--- config.mk ---
export PLATFORM = sky130hd
export DESIGN_NAME = ws2812_chain_driver_flat
export DESIGN_NICKNAME = d
export VERILOG_FILES = /design/src/rtl/ws2812_pkg.sv /design/src/rtl/ws2812_chain_driver_if.sv /design/src/rtl/ws2812_bit_slot.sv /design/src/rtl/ws2812_chain_driver.sv /design/src/flat_wrapper.sv
export SDC_FILE = /design/constraint.sdc
export NUM_CORES = 1
export LEC_CHECK = 0
export ABC_AREA = 1
export BUFFER_PORTS_ARGS = -buffer_cell sky130_fd_sc_hd__buf_2
export CORE_ASPECT_RATIO = 1.75
export CORE_MARGIN = 3
export CORE_UTILIZATION = 62
export DETAILED_ROUTE_END_ITERATION = 10
export PLACE_DENSITY = 0.89
export SYNTH_ARGS = -nofsm -noshare
export SYNTH_HDL_FRONTEND = slang
export SYNTH_SLANG_ARGS = --single-unit
--- constraint.sdc ---
create_clock -name clk -period 3 [get_ports clk]
set_input_delay 0.3 -clock clk [delete_from_list [all_inputs] [get_ports clk]]
set_output_delay 0.3 -clock clk [all_outputs]
set_load 0.005 [all_outputs]
--- src/rtl/ws2812_pkg.sv ---
// Shared constants and types for the WS2812 chain driver.
package ws2812_pkg;
  localparam int PIXEL_W    = 24;
  localparam int DEF_TBIT   = 125;
  localparam int DEF_T0H    = 40;
  localparam int DEF_T1H    = 80;
  localparam int DEF_TLATCH = 5000;

  typedef enum logic [1:0] {
    ST_IDLE,
    ST_FETCH,
    ST_BIT,
    ST_LATCH
  } ws_state_t;
endpackage

--- src/rtl/ws2812_chain_driver_if.sv ---
// Pixel write port, frame request and status bundle of the WS2812 chain driver.
interface ws2812_chain_driver_if
  import ws2812_pkg::*;
#(
  parameter int NUM_LEDS = 8
);
  localparam int AW = (NUM_LEDS > 1) ? $clog2(NUM_LEDS) : 1;

  logic               wr_en;
  logic [AW-1:0]      wr_addr;
  logic [PIXEL_W-1:0] wr_data;
  logic               start;
  logic               led;
  logic               busy;
  logic               done;
  logic               wr_err;

  modport master (output wr_en, wr_addr, wr_data, start,
                  input  led, busy, done, wr_err);
  modport slave  (input  wr_en, wr_addr, wr_data, start,
                  output led, busy, done, wr_err);
endinterface

--- src/rtl/ws2812_bit_slot.sv ---
// One NRZ bit slot: counts TBIT cycles and drives the high part of the slot
// for T0H or T1H cycles depending on the current bit. led is registered, so it
// trails the slot counter by one cycle.
module ws2812_bit_slot
  import ws2812_pkg::*;
#(
  parameter int TBIT = DEF_TBIT,
  parameter int T0H  = DEF_T0H,
  parameter int T1H  = DEF_T1H
)(
  input  logic clk,
  input  logic rst_n,
  input  logic i_active,
  input  logic i_bit,
  output logic o_led,
  output logic o_slot_end
);
  localparam int CW = $clog2(TBIT);
  localparam logic [CW-1:0] H0   = CW'(T0H);
  localparam logic [CW-1:0] H1   = CW'(T1H);
  localparam logic [CW-1:0] LAST = CW'(TBIT - 1);

  logic [CW-1:0] r_cnt;
  logic          r_led;

  assign o_slot_end = i_active && (r_cnt == LAST);
  assign o_led      = r_led;

  // slot counter: free-runs 0..TBIT-1 while active, parked at 0 otherwise
  always_ff @(posedge clk or negedge rst_n) begin
    if (!rst_n)                       r_cnt <= '0;
    else if (!i_active || o_slot_end) r_cnt <= '0;
    else                              r_cnt <= r_cnt + 1'b1;
  end

  // registered led so the pin never sees comparator glitches
  always_ff @(posedge clk or negedge rst_n) begin
    if (!rst_n) r_led <= 1'b0;
    else        r_led <= i_active && (r_cnt < (i_bit ? H1 : H0));
  end
endmodule

--- src/rtl/ws2812_chain_driver.sv ---
// WS2812 chain driver: pixel buffer, frame FSM (IDLE/FETCH/BIT/LATCH),
// next-pixel prefetch and latch timing. Define WS2812_DBUF_EN for a
// double-buffered build (front/back swap on start, writes accepted while busy).
module ws2812_chain_driver
  import ws2812_pkg::*;
#(
  parameter int NUM_LEDS = 8,
  parameter int TBIT     = DEF_TBIT,
  parameter int T0H      = DEF_T0H,
  parameter int T1H      = DEF_T1H,
  parameter int TLATCH   = DEF_TLATCH
)(
  input logic                  clk,
  input logic                  reset_n,
  ws2812_chain_driver_if.slave bus
);
  localparam int AW = (NUM_LEDS > 1) ? $clog2(NUM_LEDS) : 1;
  localparam int LW = $clog2(TLATCH + 1);
  localparam logic [AW-1:0] LAST_LED = AW'(NUM_LEDS - 1);

  if (!(T0H < T1H && T1H < TBIT && NUM_LEDS >= 1)) begin : g_bad_cfg
    $error("ws2812_chain_driver: need T0H < T1H < TBIT and NUM_LEDS >= 1");
  end

  ws_state_t          r_state;
  logic [PIXEL_W-1:0] r_shift;
  logic [PIXEL_W-1:0] r_next;
  logic [4:0]         r_bit_idx;
  logic [AW-1:0]      r_led_idx;
  logic [LW-1:0]      r_latch_cnt;
  logic               r_busy, r_done, r_wr_err;

  logic               w_slot_end, w_led, w_in_range, w_wr_ok, w_start_ok;
  logic [AW-1:0]      w_next_idx;
  logic [PIXEL_W-1:0] w_rd0, w_rdn;

  assign w_in_range = ({1'b0, bus.wr_addr} < (AW+1)'(NUM_LEDS));
  assign w_start_ok = (r_state == ST_IDLE) && bus.start;
  assign w_next_idx = (r_led_idx == LAST_LED) ? '0 : r_led_idx + 1'b1;

`ifdef WS2812_DBUF_EN
  logic [PIXEL_W-1:0] r_buf [2][NUM_LEDS];
  logic               r_front;

  assign w_wr_ok = bus.wr_en && w_in_range;
  assign w_rd0   = r_buf[r_front][0];
  assign w_rdn   = r_buf[r_front][w_next_idx];

  // writes always land in the back buffer; the swap below makes a write that
  // coincides with start part of the new frame
  always_ff @(posedge clk) begin
    if (w_wr_ok) r_buf[~r_front][bus.wr_addr] <= bus.wr_data;
  end

  // front pointer is part of buffer storage, so reset leaves it alone
  always_ff @(posedge clk) begin
    if (reset_n && w_start_ok) r_front <= ~r_front;
  end
`else
  logic [PIXEL_W-1:0] r_buf [NUM_LEDS];

  assign w_wr_ok = bus.wr_en && w_in_range && (r_state == ST_IDLE);
  assign w_rd0   = r_buf[0];
  assign w_rdn   = r_buf[w_next_idx];

  // single buffer: only written while idle, so a frame always sees stable data
  always_ff @(posedge clk) begin
    if (w_wr_ok) r_buf[bus.wr_addr] <= bus.wr_data;
  end
`endif

  ws2812_bit_slot #(.TBIT(TBIT), .T0H(T0H), .T1H(T1H)) u_slot (
    .clk        (clk),
    .rst_n      (reset_n),
    .i_active   (r_state == ST_BIT),
    .i_bit      (r_shift[PIXEL_W-1]),
    .o_led      (w_led),
    .o_slot_end (w_slot_end)
  );

  // frame FSM; the latch counter runs TLATCH+1 states because led lags the
  // slot counter by one cycle, giving exactly TLATCH low cycles on the pin
  always_ff @(posedge clk or negedge reset_n) begin
    if (!reset_n) begin
      r_state     <= ST_IDLE;
      r_shift     <= '0;
      r_next      <= '0;
      r_bit_idx   <= '0;
      r_led_idx   <= '0;
      r_latch_cnt <= '0;
      r_busy      <= 1'b0;
      r_done      <= 1'b0;
      r_wr_err    <= 1'b0;
    end else begin
      r_done   <= 1'b0;
      r_wr_err <= bus.wr_en && !w_wr_ok;
      r_next   <= w_rdn;
      case (r_state)
        ST_IDLE: if (w_start_ok) begin
          r_state <= ST_FETCH;
          r_busy  <= 1'b1;
        end
        ST_FETCH: begin
          r_shift   <= w_rd0;
          r_bit_idx <= 5'd23;
          r_led_idx <= '0;
          r_state   <= ST_BIT;
        end
        ST_BIT: if (w_slot_end) begin
          if (r_bit_idx != 5'd0) begin
            r_bit_idx <= r_bit_idx - 1'b1;
            r_shift   <= {r_shift[PIXEL_W-2:0], 1'b0};
          end else if (r_led_idx == LAST_LED) begin
            r_state     <= ST_LATCH;
            r_latch_cnt <= '0;
          end else begin
            r_shift   <= r_next;
            r_bit_idx <= 5'd23;
            r_led_idx <= r_led_idx + 1'b1;
          end
        end
        ST_LATCH: begin
          if (r_latch_cnt == LW'(TLATCH)) begin
            r_state <= ST_IDLE;
            r_busy  <= 1'b0;
            r_done  <= 1'b1;
          end else begin
            r_latch_cnt <= r_latch_cnt + 1'b1;
          end
        end
        default: r_state <= ST_IDLE;
      endcase
    end
  end

  assign bus.led    = w_led;
  assign bus.busy   = r_busy;
  assign bus.done   = r_done;
  assign bus.wr_err = r_wr_err;
endmodule

--- src/flat_wrapper.sv ---
// flat-port wrapper written by rule: the top's interface ports become plain ports
module ws2812_chain_driver_flat import ws2812_pkg::*;
#(
  parameter int NUM_LEDS = 8,
  parameter int TBIT     = DEF_TBIT,
  parameter int T0H      = DEF_T0H,
  parameter int T1H      = DEF_T1H,
  parameter int TLATCH   = DEF_TLATCH
)
  (clk, reset_n, bus_wr_en, bus_wr_addr, bus_wr_data, bus_start, bus_led, bus_busy, bus_done, bus_wr_err);
  ws2812_chain_driver_if #(.NUM_LEDS(NUM_LEDS)) bus_i ();
  input logic clk;
  input logic reset_n;
  input wire logic [$bits(bus_i.wr_en)-1:0] bus_wr_en;
  input wire logic [$bits(bus_i.wr_addr)-1:0] bus_wr_addr;
  input wire logic [$bits(bus_i.wr_data)-1:0] bus_wr_data;
  input wire logic [$bits(bus_i.start)-1:0] bus_start;
  output wire logic [$bits(bus_i.led)-1:0] bus_led;
  output wire logic [$bits(bus_i.busy)-1:0] bus_busy;
  output wire logic [$bits(bus_i.done)-1:0] bus_done;
  output wire logic [$bits(bus_i.wr_err)-1:0] bus_wr_err;
  assign bus_i.wr_en = bus_wr_en;
  assign bus_i.wr_addr = bus_wr_addr;
  assign bus_i.wr_data = bus_wr_data;
  assign bus_i.start = bus_start;
  assign bus_led = bus_i.led;
  assign bus_busy = bus_i.busy;
  assign bus_done = bus_i.done;
  assign bus_wr_err = bus_i.wr_err;
  ws2812_chain_driver #(.NUM_LEDS(NUM_LEDS), .TBIT(TBIT), .T0H(T0H), .T1H(T1H), .TLATCH(TLATCH)) u_core (.clk(clk), .reset_n(reset_n), .bus(bus_i));
endmodule
==> results.py, run 1 <==
metrics = {
    "timing": {
        "slew_violations": 0,
        "setup_viol": 0,
        "rsz0062_at_grt": "false",
        "hold_viol_final": 0,
        "fin_ws_ns": 0.5755,
        "max-slew-margin-rel_pct": 43.57,
        "period_minus_slack_ns": 2.424,
        "fin_tns_setup_ns": 0,
        "tightest_slew_ns": 0.8464,
        "fmax_mhz": 412.5,
        "fin_worst_skew_ns": 0.01232,
        "post-route-period-util_pct": 80.82,
    },
    "floorplan": {
        "core-area_sq_mm": 0.01866,
        "initial_core_util_pct": 63.60,
        "ios": 35,
        "rows": 66,
        "die-width_um": 110.6,
        "die_area_sq_mm": 0.02091,
        "die_h_um": 189.0,
    },
    "critical_path": {
        "worst-path-buf-inv": 1,
        "end_kind": "flip-flop",
        "slowest_delay_ns": 0.57,
        "rrSetupSlack_ns": 0.58,
        "path_delay_family": "simple AND/OR/NAND/NOR gates",
        "cp_max_fo": 76,
        "worst-setup-path-type": "reg -> reg",
        "worstPathCellList": "ha_1, ha_1, nor2_4, buf_4, or2_2, o211ai_1, o21ai_0, nand2_1, nand2_1",
        "arrival_ns": 2.87,
        "worst_setup_path_start_kind": "flip-flop",
        "crit_required_ns": 3.45,
        "slowest_stage": "buf_4",
    },
    "clock_network": {
        "clk_latency_ns": 0.51,
        "cts_tree": "built",
        "clockBufferDepth": 3,
        "htreeDepth": 1,
        "clockRootBuffer": "clkbuf_16",
        "cts_buffers": 25,
        "cts_sinks": 274,
        "clkSlewWorstSetupHoldPaths_ns": 0.06,
    },
    "synthesis": {
        "synthCells": 1114,
        "synthesis.nets": 1159,
        "synth_edf_count": 192,
        "synth_warnings": 0,
        "synthArstFlopShare_pct": 29.93,
        "synth_area_sq_mm": 0.01187,
        "ys_ff_latch": 274,
        "synth-main-ff-cell": "edfxtp_1",
        "synth_area_per_cell_sq_um": 10.66,
        "synth-seq-area-share_pct": 65.86,
        "ys_types": 35,
    },
    "placement": {
        "port_buffers": 34,
        "post-place-ws_ns": 0.6750,
        "place_hpwl_um": 15290,
        "place.gp.congestion": 0.8487,
    },
    "finish": {
        "diodes": 0,
        "final_nets": 1193,
        "post-route-util_pct": 70.08,
        "fill_cells": 1230,
        "drive_gt1_share_pct": 14.84,
        "areaGrowthSynthToFinish_pct": 10.18,
    },
    "drt": {
        "drt-pass1-iter-count": 6,
        "drt-initial-drc-count": 776,
        "ant_nets": 0,
        "drc_errors": 0,
        "routedWlPerCell_um": 18.64,
        "vias_per_cell": 5.952,
        "via_count": 8357,
        "wl_um": 26170,
    },
    "power": {
        "vdd_drop_max_mv": 0.6686,
        "total_power_uw": 11610,
        "cellPowerDensity_mw_per_mm2": 888.0,
        "p_leak_uw": 0.005215,
    },
    "global_routing": {
        "grt_start_max_net_pins": 77,
        "overflow": 0,
        "antenna_found_initial": 1,
        "grt_pass1_wl_um": 42330,
        "grt_pass1_vias": 8713,
        "track_usage_pct": 25.12,
    },
    "status": {
        "outcome": "complete, no violations",
    },
    "hold_path": {
        "min_path_type": "in -> reg",
    },
    "flow_run": {
        "drv_cap": 0,
    },
}
[synthesized netlist by cell type (4+ instances only)]
master    number  area, sq um
dfrtp_1       82         2052
o211ai_1      48        360.4
buf_4          6        45.04
inv_1         51        191.4
nand4_1        8        50.05
nand3_1       62        310.3
buf_2         16        80.08
or2_2         49        306.5
buf_1          4        15.01
o21ai_0       74        370.4
edfxtp_1     192         5766
nor3_1         4        20.02
nor2_4         4        45.04
nand2_1      318         1194
o21ai_1        5        25.02
a21oi_1        8        40.04
clkbuf_1      16        60.06
nor2_1       119        446.7
o21ai_2        4        35.03
ha_1          14        175.2
buf_6          9        101.4
[layer usage]
layer  vias up  routed length (um)  global-route usage (%)
li1       3819                   -                       -
met1      3995                8917                   28.11
met2       436               14300                   45.72
met3       105                1723                   3.166
met4         2                1213                   14.56
met5         -                  13                       0
[kinds of logic (layout without fill, tap and decap cells)]
group | count (synthesis) | after routing | share of synthesized area [%]
compound gates | 142 | 142 | 7.294
xor+xnor | 3 | 3 | 0.2214
fa+ha+maj | 14 | 14 | 1.476
buf+inv | 105 | 157 | 4.269
flops | 274 | 274 | 65.86
simple gates | 576 | 576 | 20.88
[final timing paths]
kind | cells after the start | startpoint | to
setup reg to reg | 9 | u_core.r_led_idx[0] | u_core.r_next[7]
min in group asynchronous | 2 | reset_n | u_core.r_latch_cnt[6]
max in group asynchronous | 3 | reset_n | u_core.r_next[13]
setup / recovery | 9 | u_core.r_led_idx[0] | u_core.r_next[7]
hold / removal | 1 | bus_wr_data[17] | u_core.r_buf[3][17]
hold reg to reg | 2 | u_core.r_shift[3] | u_core.r_shift[3]
[cell type report]
type | count | area, sq um | share of cell area (%)
multi-input cells | 735 | 3566 | 27.26
repair buffers | 58 | 395.4 | 3.023
well taps | 238 | 297.8 | 2.277
clock buffers | 34 | 689.4 | 5.271
clock inverters | 11 | 107.6 | 0.8227
inverters | 54 | 205.2 | 1.569
flip-flops and latches | 274 | 7818 | 59.77
[layout by cell type (no fill, tap or decap), drive strengths merged]
| master | synthesis | final |
|---|---|---|
| edfxtp | 192 | 192 |
| xor2 | 3 | 3 |
| ha | 14 | 14 |
| dlygate4sd3 | 0 | 2 |
| nand3 | 64 | 64 |
| buf | 35 | 56 |
| nand3b | 1 | 1 |
| or2 | 49 | 49 |
| o21bai | 1 | 1 |
| bufinv | 0 | 2 |
| clkinv | 0 | 7 |
| nor3b | 1 | 1 |
| a21oi | 9 | 9 |
| o21ai | 83 | 83 |
| inv | 54 | 54 |
| dfrtp | 82 | 82 |
| clkbuf | 16 | 34 |
| nand4 | 8 | 8 |
| nand2 | 322 | 322 |
| o211ai | 48 | 48 |
| nor3 | 5 | 5 |
| a22oi | 1 | 1 |
| nor2 | 126 | 126 |
| clkinvlp | 0 | 2 |
[per-stage QoR]
| step | hold slack (ns) | area [sq um] | std cells |
|---|---|---|---|
| 4_1_cts | 0.04267 | 13080 | 1404 |
| 5_1_grt | 0.04682 | 13080 | 1404 |
| 3_5_place_dp | 0.4507 | 12260 | 1357 |
| 3_3_place_gp | 0.4529 | 12260 | 1357 |
| 6_report | 0.04827 | 13080 | 1404 |
| 2_1_floorplan | 0.004409 | 11870 | 1114 |
[sequential cells by signal, indices dropped and copies added, names as in the netlist]
register and count:
u_core.r_buf 192, u_core.r_next 24, u_core.r_shift 24, u_core.r_latch_cnt 13, u_core.u_slot.r_cnt 7, u_core.r_bit_idx 5
u_core.r_led_idx 3, u_core.r_state 2, u_core.bus.busy 1, u_core.bus.done 1, u_core.bus.wr_err 1, u_core.u_slot.o_led 1
[power by group]
part,switching [uW],leakage [uW],internal (uW)
Sequential,256,0.00276,4590
Clock,1300,0.000388,1780
Combinational,2520,0.00206,1170
Total,4080,0.00521,7540
[timing repair]
item	in CTS	in global routing
buffers inserted	0	0
resized for setup	0	0
hold endpoints to repair	62	0
hold buffers	2	0
Note: power is estimated with default switching activity, not from simulation.
==> run 2, diff against run 1 <==
Settings changed: ABC_AREA 1 to 0, CORE_UTILIZATION 62 to 56, PLACE_DENSITY 0.89 to 0.86.
Clock period 3 ns to 2.1 ns, I/O delays scaled along.
==> results.py, run 2 <==
metrics = {
    "timing": {
        "rsz0062_at_grt": "true",
        "max-slew-margin-rel_pct": 59.64,
        "fmax_mhz": 456.3,
        "fin_tns_setup_ns": -1.304,
        "fin_worst_skew_ns": 0.01027,
        "tightest_slew_ns": 0.6054,
        "setup_viol": 35,
        "post-route-period-util_pct": 104.4,
        "holdWs_ns": 0.009074,
        "fin_ws_ns": -0.09158,
        "hold_viol_final": 0,
        "period_minus_slack_ns": 2.192,
        "slew_violations": 0,
    },
    "critical_path": {
        "worstPathCellList": "inv_2, ha_4, or4b_4, buf_4, o21ai_1, buf_4, buf_12, clkbuf_16, o21ai_0, o211ai_1",
        "end_kind": "flip-flop",
        "worst-path-buf-inv": 5,
        "cp_max_fo": 7,
        "path_delay_family": "buffers and inverters",
        "crit_required_ns": 2.53,
        "cp_common_cell": "buf_4",
        "crit_cells": 10,
        "rr_worst_depth": 10,
        "worst_setup_path_start_kind": "flip-flop",
        "arrival_ns": 2.62,
        "slowest_delay_ns": 0.50,
        "slowest_stage": "or4b_4",
        "worst-setup-path-type": "reg -> reg",
    },
    "drt": {
        "via_count": 7659,
        "drt-pass1-iter-count": 5,
        "vias_per_cell": 6.356,
        "routedWlPerCell_um": 22.40,
        "drc_errors": 0,
        "ant_nets": 0,
        "wl_um": 27000,
        "drt-initial-drc-count": 813,
    },
    "synthesis": {
        "ys_ff_latch": 274,
        "synth-seq-area-share_pct": 67.42,
        "synthArstFlopShare_pct": 29.93,
        "ys_types": 64,
        "synth_area_sq_mm": 0.01159,
        "synth_top_area_share_pct": 49.72,
        "synth_warnings": 0,
        "synth_area_per_cell_sq_um": 14.05,
        "synth-main-ff-cell": "edfxtp_1",
        "synthCells": 825,
        "synth_common_cells": "192 x edfxtp_1, 82 x dfrtp_1, 77 x nand2_1",
        "synth_edf_count": 192,
        "synth_most_common_cell": "edfxtp_1",
        "yosysTopAreaCell": "edfxtp_1",
        "synthesis.nets": 870,
        "synth.area.top_cells": "edfxtp_1 50%, dfrtp_1 18%, mux4_2 4.7%, mux2i_1 3.1%, o21ai_0 2.9%",
    },
    "power": {
        "swShare_pct": 19.40,
        "clkPwrFrac_pct": 42.8,
        "pwr-share-seq_pct": 55.7,
        "p_leak_uw": 0.005071,
        "p_sw_uw": 2017,
        "p_int_uw": 8383,
        "vdd_drop_max_mv": 0.7999,
        "combPwrFrac_pct": 1.5,
        "cellPowerDensity_mw_per_mm2": 743.4,
    },
    "status": {
        "outcome": "finished, violations left",
        "failed_checks": "negative setup slack",
    },
    "global_routing": {
        "grt_start_max_net_pins": 50,
        "antenna_found_initial": 0,
        "track_usage_pct": 23.13,
        "grt_pass1_wl_um": 40970,
        "overflow": 0,
        "grt_pass1_vias": 7885,
    },
    "finish": {
        "areaGrowthSynthToFinish_pct": 20.65,
        "fin_area_sq_mm": 0.01399,
        "regMostFlops": "u_core.r_buf",
        "largest_reg_flops": 192,
        "final_nets": 984,
        "layout_commonest_cell": "edfxtp_1",
        "mostFrequentLayoutCells": "192 x edfxtp_1, 82 x dfrtp_1, 73 x nand2_1",
        "drive_gt1_share_pct": 25.39,
        "top_regs": "u_core.r_buf: 192 flops, u_core.r_next: 24 flops, u_core.r_shift: 24 flops",
        "diodes": 0,
    },
    "clock_network": {
        "cts_tree": "built",
        "clkSlewWorstSetupHoldPaths_ns": 0.07,
        "cts_sinks": 274,
        "htreeDepth": 1,
        "clk_latency_ns": 0.52,
        "clockBufferDepth": 3,
        "clockRootBuffer": "clkbuf_16",
        "cts_buffers": 24,
    },
    "floorplan": {
        "initial_core_util_pct": 57.15,
        "core-area_sq_mm": 0.02029,
        "die-width_um": 114.8,
        "rows": 69,
        "ios": 35,
        "die_h_um": 196.4,
        "die_area_sq_mm": 0.02254,
    },
    "placement": {
        "postPlaceCellArea_sq_mm": 0.01259,
        "place.gp.congestion": 0.8526,
        "place_hpwl_um": 15520,
        "port_buffers": 34,
    },
    "hold_path": {
        "min_path_cells": 1,
        "min_path_type": "in -> reg",
    },
    "flow_run": {
        "drv_cap": 0,
    },
}
[run 2: power by group through the flow]
stage	logic (uW)	registers [uW]	clock network (uW)
after detailed placement	119	5900	0
after CTS	156	5790	4490
after floorplan	3.80	5910	0
final	155	5790	4460
after global placement	112	5900	0
after global routing	172	5790	4740
[run 2: metrics by stage]
step	utilization, %	setup WS (ns)	instances	power, uW
after floorplan	-	-0.1914	825	5912
after global placement	62.06	0.003233	1116	6016
after detailed placement	62.06	-0.07197	1116	6023
after CTS	67.50	-0.03581	1187	10430
after global routing	68.95	-0.1206	1205	10690
final	68.95	-0.09158	1205	10400
[run 2: logic make-up (layout without fill, tap and decap cells)]
family          count (synthesis)  count (layout)  share of synthesized area [%]
mux                            81              81                          9.809
xor+xnor                        5               5                         0.3778
compound gates                163             163                          9.194
fa+ha+maj                      14              14                          1.511
simple gates                  221             221                          9.345
flops                         274             274                          67.42
buf+inv                        67             199                          2.342
[run 2: what timing repair did]
| item | CTS | global route |
|---|---|---|
| cloned | 0 | 4 |
| endpoints found under the setup margin | 29 | 60 |
| resized for setup | 6 | 42 |
| buffers inserted | 2 | 14 |
| hold endpoints to repair | 226 | 0 |
| hold buffers | 25 | 0 |
| pin swaps | 1 | 19 |
[run 2: final cells by class]
class / instances / area [sq um]
Clock buffer: 36 / 728.2
Clock inverter: 8 / 75.07
Fill cell: 1212 / 6299
Inverter: 16 / 60.06
Multi-Input combinational cell: 484 / 3689
Sequential cell: 274 / 7818
Tap cell: 248 / 310.3
Timing Repair Buffer: 139 / 1310
[run 2: final timing paths]
kind	slack, ns	startpoint	endpoint
max reg2reg	-0.09	u_core.r_bit_idx[1]	u_core.r_shift[12]
min reg2reg	0.52	u_core.u_slot.r_cnt[0]	u_core.u_slot.r_cnt[0]
max in group asynchronous	1.15	reset_n	u_core.r_shift[5]
max	-0.09	u_core.r_bit_idx[1]	u_core.r_shift[12]
min in group asynchronous	0.23	reset_n	u_core.bus.busy
min	0.009	bus_wr_data[3]	u_core.r_buf[6][3]
[run 2: routing by layer]
metal	track usage (%)	vias to the layer above	part of all wire, %	wire length (um)
li1	-	3371	-	-
met1	27.51	3832	35	9530
met2	41.74	358	55	14800
met3	3.318	98	6.0	1610
met4	9.487	0	3.9	1062
met5	0	-	0	0
[run 2: worst reg2reg max path: stages (launching register included)]
cell       delay [ns]
dfrtp_1          0.42
inv_2            0.10
ha_4             0.14
or4b_4           0.50
buf_4            0.16
o21ai_1          0.14
buf_4            0.17
buf_12           0.11
clkbuf_16        0.14
o21ai_0          0.10
o211ai_1         0.12
